--- src/rtl/rv_fetch_unit.sv ---
// rtl/rv_fetch_unit.sv - instruction fetch stage: PC owner, credit-limited imem requests, instruction buffer, redirect/squash
module rv_fetch_unit #(
  parameter logic [31:0] RESET_PC  = 32'h0000_0000,
  parameter int          BUF_DEPTH = 2,
  parameter int          CNT_W     = 2
) (
  input  logic        clk,
  input  logic        rst,
  output logic        imem_req_valid,
  input  logic        imem_req_ready,
  output logic [31:0] imem_req_addr,
  input  logic        imem_rsp_valid,
  input  logic [31:0] imem_rsp_data,
  input  logic        redirect_valid,
  input  logic [31:0] redirect_pc,
  output logic        if_valid,
  input  logic        if_ready,
  output logic [31:0] if_pc,
  output logic [31:0] if_instr,
  output logic        if_fault
);

  localparam int             PTR_W   = (BUF_DEPTH > 1) ? $clog2(BUF_DEPTH) : 1;
  localparam logic [CNT_W:0] DEPTH_W = (CNT_W+1)'(BUF_DEPTH);
  localparam logic [31:0]    NOP     = 32'h0000_0013;

  typedef enum logic [1:0] {S_RUN, S_FAULT, S_HALT} state_t;

  state_t             state_q, state_d;
  logic [31:0]        pc_q, pc_d;
  logic [31:0]        rsp_pc_q, rsp_pc_d;
  logic [31:0]        fault_pc_q, fault_pc_d;
  logic [CNT_W-1:0]   outst_q, outst_d;
  logic [CNT_W-1:0]   drop_q, drop_d;
  logic [CNT_W-1:0]   count_q, count_d;
  logic [PTR_W-1:0]   head_q, head_d;
  logic [PTR_W-1:0]   tail_q, tail_d;

  logic [31:0]        ent_pc_q    [BUF_DEPTH];
  logic [31:0]        ent_instr_q [BUF_DEPTH];
  logic               ent_fault_q [BUF_DEPTH];

  logic               credit_ok;
  logic               req_fire;
  logic               pop;
  logic               push;
  logic [31:0]        push_pc;
  logic [31:0]        push_instr;
  logic               push_fault;

  function automatic logic [PTR_W-1:0] ptr_inc(input logic [PTR_W-1:0] p);
    return (p == PTR_W'(BUF_DEPTH-1)) ? '0 : p + 1'b1;
  endfunction

  // Credits cover both in-flight requests and buffered entries, so a response always has a slot.
  assign credit_ok      = ({1'b0, outst_q} + {1'b0, count_q}) < DEPTH_W;
  assign imem_req_valid = !rst && (state_q == S_RUN) && !redirect_valid && credit_ok;
  assign imem_req_addr  = pc_q;
  assign if_valid       = !rst && (count_q != '0) && !redirect_valid;
  assign if_pc          = ent_pc_q[head_q];
  assign if_instr       = ent_instr_q[head_q];
  assign if_fault       = ent_fault_q[head_q];
  assign req_fire       = imem_req_valid && imem_req_ready;
  assign pop            = if_valid && if_ready;

  always_comb begin
    state_d    = state_q;
    pc_d       = pc_q;
    rsp_pc_d   = rsp_pc_q;
    fault_pc_d = fault_pc_q;
    outst_d    = outst_q;
    drop_d     = drop_q;
    count_d    = count_q;
    head_d     = head_q;
    tail_d     = tail_q;
    push       = 1'b0;
    push_pc    = rsp_pc_q;
    push_instr = imem_rsp_data;
    push_fault = 1'b0;

    if (redirect_valid) begin
      // Everything still in flight, minus a response landing right now, becomes stale.
      outst_d    = outst_q - CNT_W'(imem_rsp_valid);
      drop_d     = outst_q - CNT_W'(imem_rsp_valid);
      count_d    = '0;
      head_d     = '0;
      tail_d     = '0;
      fault_pc_d = redirect_pc;
      if (redirect_pc[1:0] == 2'b00) begin
        pc_d     = redirect_pc;
        rsp_pc_d = redirect_pc;
        state_d  = S_RUN;
      end else begin
        state_d  = S_FAULT;
      end
    end else begin
      outst_d = outst_q + CNT_W'(req_fire) - CNT_W'(imem_rsp_valid);
      if (req_fire) pc_d = pc_q + 32'd4;
      if (imem_rsp_valid) begin
        if (drop_q != '0) begin
          drop_d = drop_q - 1'b1;
        end else begin
          push     = 1'b1;
          rsp_pc_d = rsp_pc_q + 32'd4;
        end
      end
      if (state_q == S_FAULT && drop_q == '0) begin
        push       = 1'b1;
        push_pc    = fault_pc_q;
        push_instr = NOP;
        push_fault = 1'b1;
        state_d    = S_HALT;
      end
      if (push) tail_d = ptr_inc(tail_q);
      if (pop)  head_d = ptr_inc(head_q);
      count_d = count_q + CNT_W'(push) - CNT_W'(pop);
    end
  end

  always_ff @(posedge clk or posedge rst) begin
    if (rst) begin
      state_q    <= S_RUN;
      pc_q       <= RESET_PC;
      rsp_pc_q   <= RESET_PC;
      fault_pc_q <= '0;
      outst_q    <= '0;
      drop_q     <= '0;
      count_q    <= '0;
      head_q     <= '0;
      tail_q     <= '0;
    end else begin
      state_q    <= state_d;
      pc_q       <= pc_d;
      rsp_pc_q   <= rsp_pc_d;
      fault_pc_q <= fault_pc_d;
      outst_q    <= outst_d;
      drop_q     <= drop_d;
      count_q    <= count_d;
      head_q     <= head_d;
      tail_q     <= tail_d;
    end
  end

  always_ff @(posedge clk or posedge rst) begin
    if (rst) begin
      for (int i = 0; i < BUF_DEPTH; i++) begin
        ent_pc_q[i]    <= '0;
        ent_instr_q[i] <= '0;
        ent_fault_q[i] <= 1'b0;
      end
    end else if (push) begin
      ent_pc_q[tail_q]    <= push_pc;
      ent_instr_q[tail_q] <= push_instr;
      ent_fault_q[tail_q] <= push_fault;
    end
  end

  always_ff @(posedge clk) begin
    if (!rst) assert (!(push && count_q == CNT_W'(BUF_DEPTH)));
  end

endmodule

--- config.mk ---
export PLATFORM = sky130hd
export DESIGN_NAME = rv_fetch_unit
export DESIGN_NICKNAME = d
export VERILOG_FILES = /design/src/rtl/rv_fetch_unit.sv
export SDC_FILE = /design/constraint.sdc
export NUM_CORES = 1
export LEC_CHECK = 0
export CORE_UTILIZATION = 55
export CTS_BUF_LIST = sky130_fd_sc_hd__clkbuf_8
export DETAILED_ROUTE_END_ITERATION = 10
export DONT_BUFFER_PORTS = 1
export GPL_TIMING_DRIVEN = 0
export MAX_ROUTING_LAYER = met4
export PLACE_DENSITY = 0.75
export SYNTH_ARGS = -nofsm -noshare
export SYNTH_HDL_FRONTEND = slang
export SYNTH_SLANG_ARGS = --single-unit
export TNS_END_PERCENT = 5
--- constraint.sdc ---
create_clock -name clk -period 8.1 [get_ports clk]
set_input_delay 2.025 -clock clk [delete_from_list [all_inputs] [get_ports clk]]
set_output_delay 2.025 -clock clk [all_outputs]
set_load 0.02 [all_outputs]
==> flow_summary.toml, run 1 <==
[logic_synthesis]
synthCells = 1173
syn_area_um2 = 11500
syn-num-nets = 1252
synth_simple_gate_area_frac = 0.155
synth_xor_area_frac = 0.00534
postSynthAreaPerCell_um2 = 9.79
synth_fa_ha_area_frac = 0.0105
synth-seq-cells = 236
synth_compound_area_frac = 0.153
ys_warn_count = 0
ys_seq_area_frac = 0.514
synth_cell_types = 57
synth_top_family_by_area = "simple AND/OR/NAND/NOR gates"
async_flop_share = 1.00
synth_edf_count = 0
ys.flop_type = "dfrtp_1"
synth_mux_area_frac = 0.127

[worst_setup_path]
reg2reg_depth = 11
end_kind = "primary output"
cp_num_cells = 4
cp.arrival_ps = 3820
required_ps = 6080
crit_type = "input port to primary output"
crit_path_max_incr_delay_ps = 580
crit_path_top_delay_cell = "clkbuf_1"
path_delay_family = "buffers and inverters"
crit_buf_inv = 3
cp_max_fo = 10
path_cells = "clkbuf_1 -> clkbuf_1 -> clkbuf_1 -> nor3_1"
worstSetupStartpointType = "input port"
crit_top_cell = "clkbuf_1"

[power_and_ir_drop]
p_switching_mw = 1.65
ir_drop_mv = 0.152
powerDensity_nw_per_um2 = 337
pwr-share-seq = 0.436
clkPwrFrac = 0.252
combPwrFrac = 0.312
p_sw_frac = 0.383
leakagePower_nw = 5.56
p_int_mw = 2.66

[detailed_routing]
drc = 0
ant_nets = 0
drtIter0Drc = 780
vias_per_cell = 6.20
routed_wl_um = 31200
vias = 9410
wl_per_cell_um = 20.6
detail_route.first_pass.iterations = 7

[clocking]
clkTransAtPathRegs_ps = 60
cts_hold_buf = 0
cts_tree = "yes"
cts.repair.resized = 0
cts.sinks = 236
cts-root-buf = "clkbuf_8"
postCtsSetupRepairBufs = 0
h-tree-depth = 2
insertion_delay_ps = 530
numCtsBuffers = 39
cts_max_path_buffers = 3

[global_route]
grt_pass1_vias = 9183
grt_max_degree = 42
grt_pass1_wl_um = 49800
antenna_found_initial = 0
overflow = 0
track_usage = 0.304

[timing]
min_period_ps = 5840
setup_tns_ps = 0
rsz0062_at_grt = "false"
worst-slew-pin-transition_ps = 1150
fin_skew_ps = 21.2
layout_setup_ws_ps = 2260
finalMaxSlewViolations = 0
fmax_mhz = 171
fin_crit_sh = 0.721
setup_viol = 0
hold_viol_final = 0
slew_headroom = 0.231

[cells_and_area]
ff_latch_area_um2 = 5910
multiInputGateArea_um2 = 5180
area_growth_pct = 11.1
fillerInstances = 1708
final_common_cell = "dfrtp_1"
diodes = 0
final_core_util = 0.627
drive_gt1_frac = 0.136
finalNonFillerCells = 1518
fin_nets = 1299
final_cell_mix = "dfrtp_1, nand2_1, o21ai_0"

[placement]
dp_hpwl_um = 22400
gp_congestion = 0.927
place_ws_ps = 2360
io_buffers = 0
place_inst = 1449

[floorplan]
ioPinCount = 169
die_h_um = 147
die-area_um2 = 21500
std_cell_rows = 52
die_width_um = 147
initial_utilization = 0.564
core-area_um2 = 20400

[worst_hold_path]
hp-class = "flip-flop to flip-flop"
hold_path_depth = 2

[run_status]
status = "finished clean"

[flow_run]
maxCapViolations = 0
[worst paths after layout]
check / from / to / slack (ps)
hold / removal: ent_pc_q[17] / ent_pc_q[17] / 470
setup / recovery: redirect_valid / imem_req_valid / 2260
setup reg to reg: outst_q[0] / outst_q[1] / 4780
max in group asynchronous: rst / ent_instr_q[1] / 5540
min in group asynchronous: rst / imem_req_addr[31] / 1460
hold reg to reg: ent_pc_q[17] / ent_pc_q[17] / 470
[synthesized netlist by cell type (4+ instances only)]
library cell	n	area (um2)
clkbuf_1	72	270
mux2_2	91	1020
o211ai_1	4	30.0
dfrtp_1	236	5910
xnor2_1	4	35.0
and2_1	8	50.1
nor2_1	44	165
a311oi_1	6	52.6
a31oi_1	4	25.0
a21oi_1	36	180
nand4_1	19	119
a221o_1	13	130
o22ai_1	9	56.3
or3_1	14	87.6
and3_1	7	43.8
mux2i_1	43	430
o21ai_0	182	911
and4_1	7	61.3
nor3_1	22	110
or4_1	11	82.6
buf_2	5	25.0
inv_1	22	82.6
nand3_1	22	110
nand2_1	204	766
nor4_1	7	43.8
ha_1	8	100
buf_1	6	22.5
a22oi_1	19	143
[power groups by stage]
stage	sequential [mW]	clock, mW	combinational (mW)
floorplan	1.81	0	1.06
global placement	1.87	0	1.29
detailed placement	1.89	0	1.33
CTS	1.87	1.10	1.34
global route	1.93	1.16	1.48
finish	1.88	1.09	1.34
[routing by layer]
metal	GRT usage	up-vias	share of wire
met2	0.447	457	0.45
met4	0.0948	0	0.025
met5	-	-	0
li1	-	4309	-
met3	0.0791	63	0.098
met1	0.413	4581	0.43
[area by class of cell]
cell class,instances,share of cell area
Sequential cell,236,0.463
Multi-Input combinational cell,832,0.406
Timing Repair Buffer,6,0.00941
Clock inverter,19,0.0102
Clock buffer,50,0.0539
Tap cell,270,0.0265
Buffer,83,0.0249
Inverter,22,0.00676
[registers in the layout, summed over array words and instances (netlist names)]
signal,count
state_q,2
fault_pc_q,32
ent_instr_q,64
tail_q,1
count_q,2
ent_fault_q,2
outst_q,2
rsp_pc_q,32
drop_q,2
imem_req_addr,32
ent_pc_q,64
head_q,1
[stage by stage]
stage,hold slack [ps],total power [mW],instance area [um2]
after floorplan,444,2.88,11500
after global placement,455,3.16,11800
after detailed placement,464,3.22,11900
after CTS,477,4.32,12800
after global routing,491,4.57,12800
final,470,4.31,12800
[logic make-up (layout without fill, tap and decap cells)]
kind of cell,count (synthesis),count (layout)
compound gates,299,299
xor+xnor,7,7
mux,134,134
buf+inv,105,180
simple gates,383,383
fa+ha+maj,9,9
flops,236,236
[worst register-to-register path, delay by kind of cell (launching register included)]
| kind | cells | cell delay, ps |
|---|---|---|
| AO/OA/AOI/OAI | 1 | 190 |
| XOR/XNOR | 2 | 280 |
| adder cells (fa/ha/maj) | 3 | 920 |
| buffers and inverters | 1 | 40 |
| flip-flops | 1 | 390 |
| AND/OR/NAND/NOR | 4 | 1440 |
No activity file was read; power rests on OpenSTA's default activity.
==> run 2: changes to the inputs <==
==> constraint.sdc (replaced) <==
create_clock -name clk -period 5.05 [get_ports clk]
set_input_delay 1.2625 -clock clk [delete_from_list [all_inputs] [get_ports clk]]
set_output_delay 1.2625 -clock clk [all_outputs]
set_load 0.02 [all_outputs]
==> results of run 2 <==
The final DEF is identical to that of run 1. Status: finished clean.
Among the figures that moved: setup slack after placement 2360 ps -> 837 ps; setup slack after layout 2260 ps -> 734 ps; register-to-register setup slack 4780 ps -> 1730 ps; total power 4.31 mW -> 6.91 mW; worst IR drop on VDD 0.152 mV -> 0.244 mV
==> run 3: changes to the inputs <==
--- a/config.mk
+++ b/config.mk
@@ -5,13 +5,14 @@
 export SDC_FILE = /design/constraint.sdc
 export NUM_CORES = 1
 export LEC_CHECK = 0
+export ABC_AREA = 1
 export CORE_UTILIZATION = 55
 export CTS_BUF_LIST = sky130_fd_sc_hd__clkbuf_8
 export DETAILED_ROUTE_END_ITERATION = 10
 export DONT_BUFFER_PORTS = 1
-export GPL_TIMING_DRIVEN = 0
 export MAX_ROUTING_LAYER = met4
 export PLACE_DENSITY = 0.75
+export RECOVER_POWER = 50
 export SYNTH_ARGS = -nofsm -noshare
 export SYNTH_HDL_FRONTEND = slang
 export SYNTH_SLANG_ARGS = --single-unit
==> flow_summary.toml, run 3 <==
[clocking]
cts_hold_buf = 0
cts_tree = "yes"
cts-root-buf = "clkbuf_8"
cts.repair.resized = 0
insertion_delay_ps = 560
numCtsBuffers = 42
cts.sinks = 236
clkTransAtPathRegs_ps = 60
postCtsSetupRepairBufs = 0
h-tree-depth = 2
cts_max_path_buffers = 3

[cells_and_area]
area_growth_pct = 7.76
reg_top3 = "ent_instr_q (64), ent_pc_q (64)"
final_cell_mix = "nand2_1, inv_1, o21ai_0"
diodes = 0
fin_nets = 1788
final_common_cell = "nand2_1"
final_core_util = 0.605
drive_gt1_frac = 0.0501

[detailed_routing]
detail_route.first_pass.iterations = 5
ant_nets = 0
vias = 10500
vias_per_cell = 5.23
wl_per_cell_um = 14.5
drtIter0Drc = 601
routed_wl_um = 29200
drc = 0

[logic_synthesis]
synthTopCellsByArea = "dfrtp_1, nand2_1, o21ai_0, inv_1, nor2_1"
synth-seq-cells = 236
syn-num-nets = 1812
ys_seq_area_frac = 0.481
ys.flop_type = "dfrtp_1"
async_flop_share = 1.00
synth_cell_types = 37
syn_area_um2 = 12300
synth_top_area_cell = "dfrtp_1"
ys_warn_count = 0
synthTopCellsByCount = "nand2_1, o21ai_0, dfrtp_1, inv_1, nor2_1"
synth_edf_count = 0
yosys.area.top_type_share = 0.481
yosysMostFrequentCell = "nand2_1"
postSynthAreaPerCell_um2 = 7.09
synthCells = 1733

[global_route]
grt_max_degree = 132
antenna_found_initial = 0
grt_pass1_wl_um = 48400
track_usage = 0.273
overflow = 0
grt_pass1_vias = 9971

[worst_setup_path]
cp_max_fo = 131
crit_buf_inv = 0
crit_end = "if_pc[10]"
worstSetupStartpointType = "flip-flop"
crit_type = "flip-flop to primary output"
required_ps = 3790
critPathLaunch = "head_q"
crit_path_top_delay_cell = "dfrtp_4"
end_kind = "primary output"
r2r_end = "rsp_pc_q[7]"
crit_path_max_incr_delay_ps = 1160
cp_num_cells = 1
cp.arrival_ps = 2430
rrSetupSlack_ps = 1990
path_delay_family = "flip-flops"
reg2reg_depth = 10
rr_startpoint = "drop_q[0]"
path_cells = "o21ai_0"

[timing]
fmax_mhz = 271
min_period_ps = 3690
setup_viol = 0
fin_crit_sh = 0.731
slew_headroom = -0.407
setup_tns_ps = 0
finalMaxSlewViolations = 164
fin_skew_ps = 27.2
rsz0062_at_grt = "false"
hold_viol_final = 0
worst-slew-pin-transition_ps = 2110

[floorplan]
ioPinCount = 169
std_cell_rows = 54
die_width_um = 151
die-area_um2 = 22900
core-area_um2 = 21900
die_h_um = 151
initial_utilization = 0.561

[power_and_ir_drop]
leakagePower_nw = 6.90
powerDensity_nw_per_um2 = 593
ir_drop_mv = 0.303

[run_status]
status = "complete, but fails checks"
violations = "capacitance limit, slew limit"

[worst_hold_path]
hp-class = "flip-flop to flip-flop"

[flow_run]
maxCapViolations = 2

[placement]
dp_hpwl_um = 19600
gp_congestion = 0.939
io_buffers = 0
run 3: how the worst min path moves through the flow:
| stage | slack, ps | startpoint | cells after the start | end |
|---|---|---|---|---|
| after floorplan | 440 | fault_pc_q[1] | 2 | fault_pc_q[1] |
| after global placement | 450 | ent_instr_q[29] | 2 | ent_instr_q[29] |
| after detailed placement | 460 | ent_instr_q[20] | 2 | ent_instr_q[20] |
| after CTS | 470 | fault_pc_q[1] | 2 | fault_pc_q[1] |
| after global routing | 480 | fault_pc_q[1] | 2 | fault_pc_q[1] |
| final | 470 | ent_pc_q[2] | 2 | ent_pc_q[2] |
run 3: metal layers:
layer	track usage	part of all wire
met3	0.0518	0.070
met5	-	0
met1	0.374	0.46
met4	0.0785	0.018
met2	0.413	0.45
run 3: stage by stage:
| step | instances | power (mW) | hold slack [ps] | setup slack [ps] | instance area, um2 |
|---|---|---|---|---|---|
| 2_1_floorplan | 1733 | 5.45 | 437 | 696 | 12300 |
| 3_3_place_gp | 1945 | 5.98 | 453 | 1480 | 12400 |
| 3_5_place_dp | 1945 | 6.09 | 458 | 1440 | 12400 |
| 4_1_cts | 2018 | 7.91 | 471 | 1370 | 13300 |
| 5_1_grt | 2018 | 8.51 | 479 | 1190 | 13200 |
| 6_report | 2018 | 7.85 | 468 | 1360 | 13200 |
run 3: final cells by class:
class	instances	area, um2
clock buffers	57	785
well taps	280	350
clock inverters	16	73.8
fillers	2054	8650
flip-flops and latches	236	5910
multi-input cells	1180	5140
repair buffers	9	75.1
inverters	240	905
run 3: kinds of logic after synthesis:
kind of cell,count (synthesis),share of synthesized area
AND/OR/NAND/NOR,852,0.271
flip-flops,236,0.481
AO/OA/AOI/OAI,311,0.131
buffers and inverters,317,0.102
XOR/XNOR,5,0.00357
multiplexers,3,0.00255
adder cells (fa/ha/maj),9,0.00978
run 3: worst register-to-register path: cells and delay by family, from the launching register on:
kind | cells | cell delay (ps)
compound gates | 3 | 510
fa+ha+maj | 1 | 210
buf+inv | 3 | 770
flops | 1 | 370
simple gates | 3 | 1100
run 3: power by group:
part / internal [mW] / switching (mW) / total [mW] / leakage [nW]
clock: 1.00 / 0.784 / 1.79 / 0.494
sequential: 2.66 / 0.767 / 3.43 / 2.88
combinational: 0.777 / 1.86 / 2.63 / 3.53
total: 4.44 / 3.41 / 7.85 / 6.90
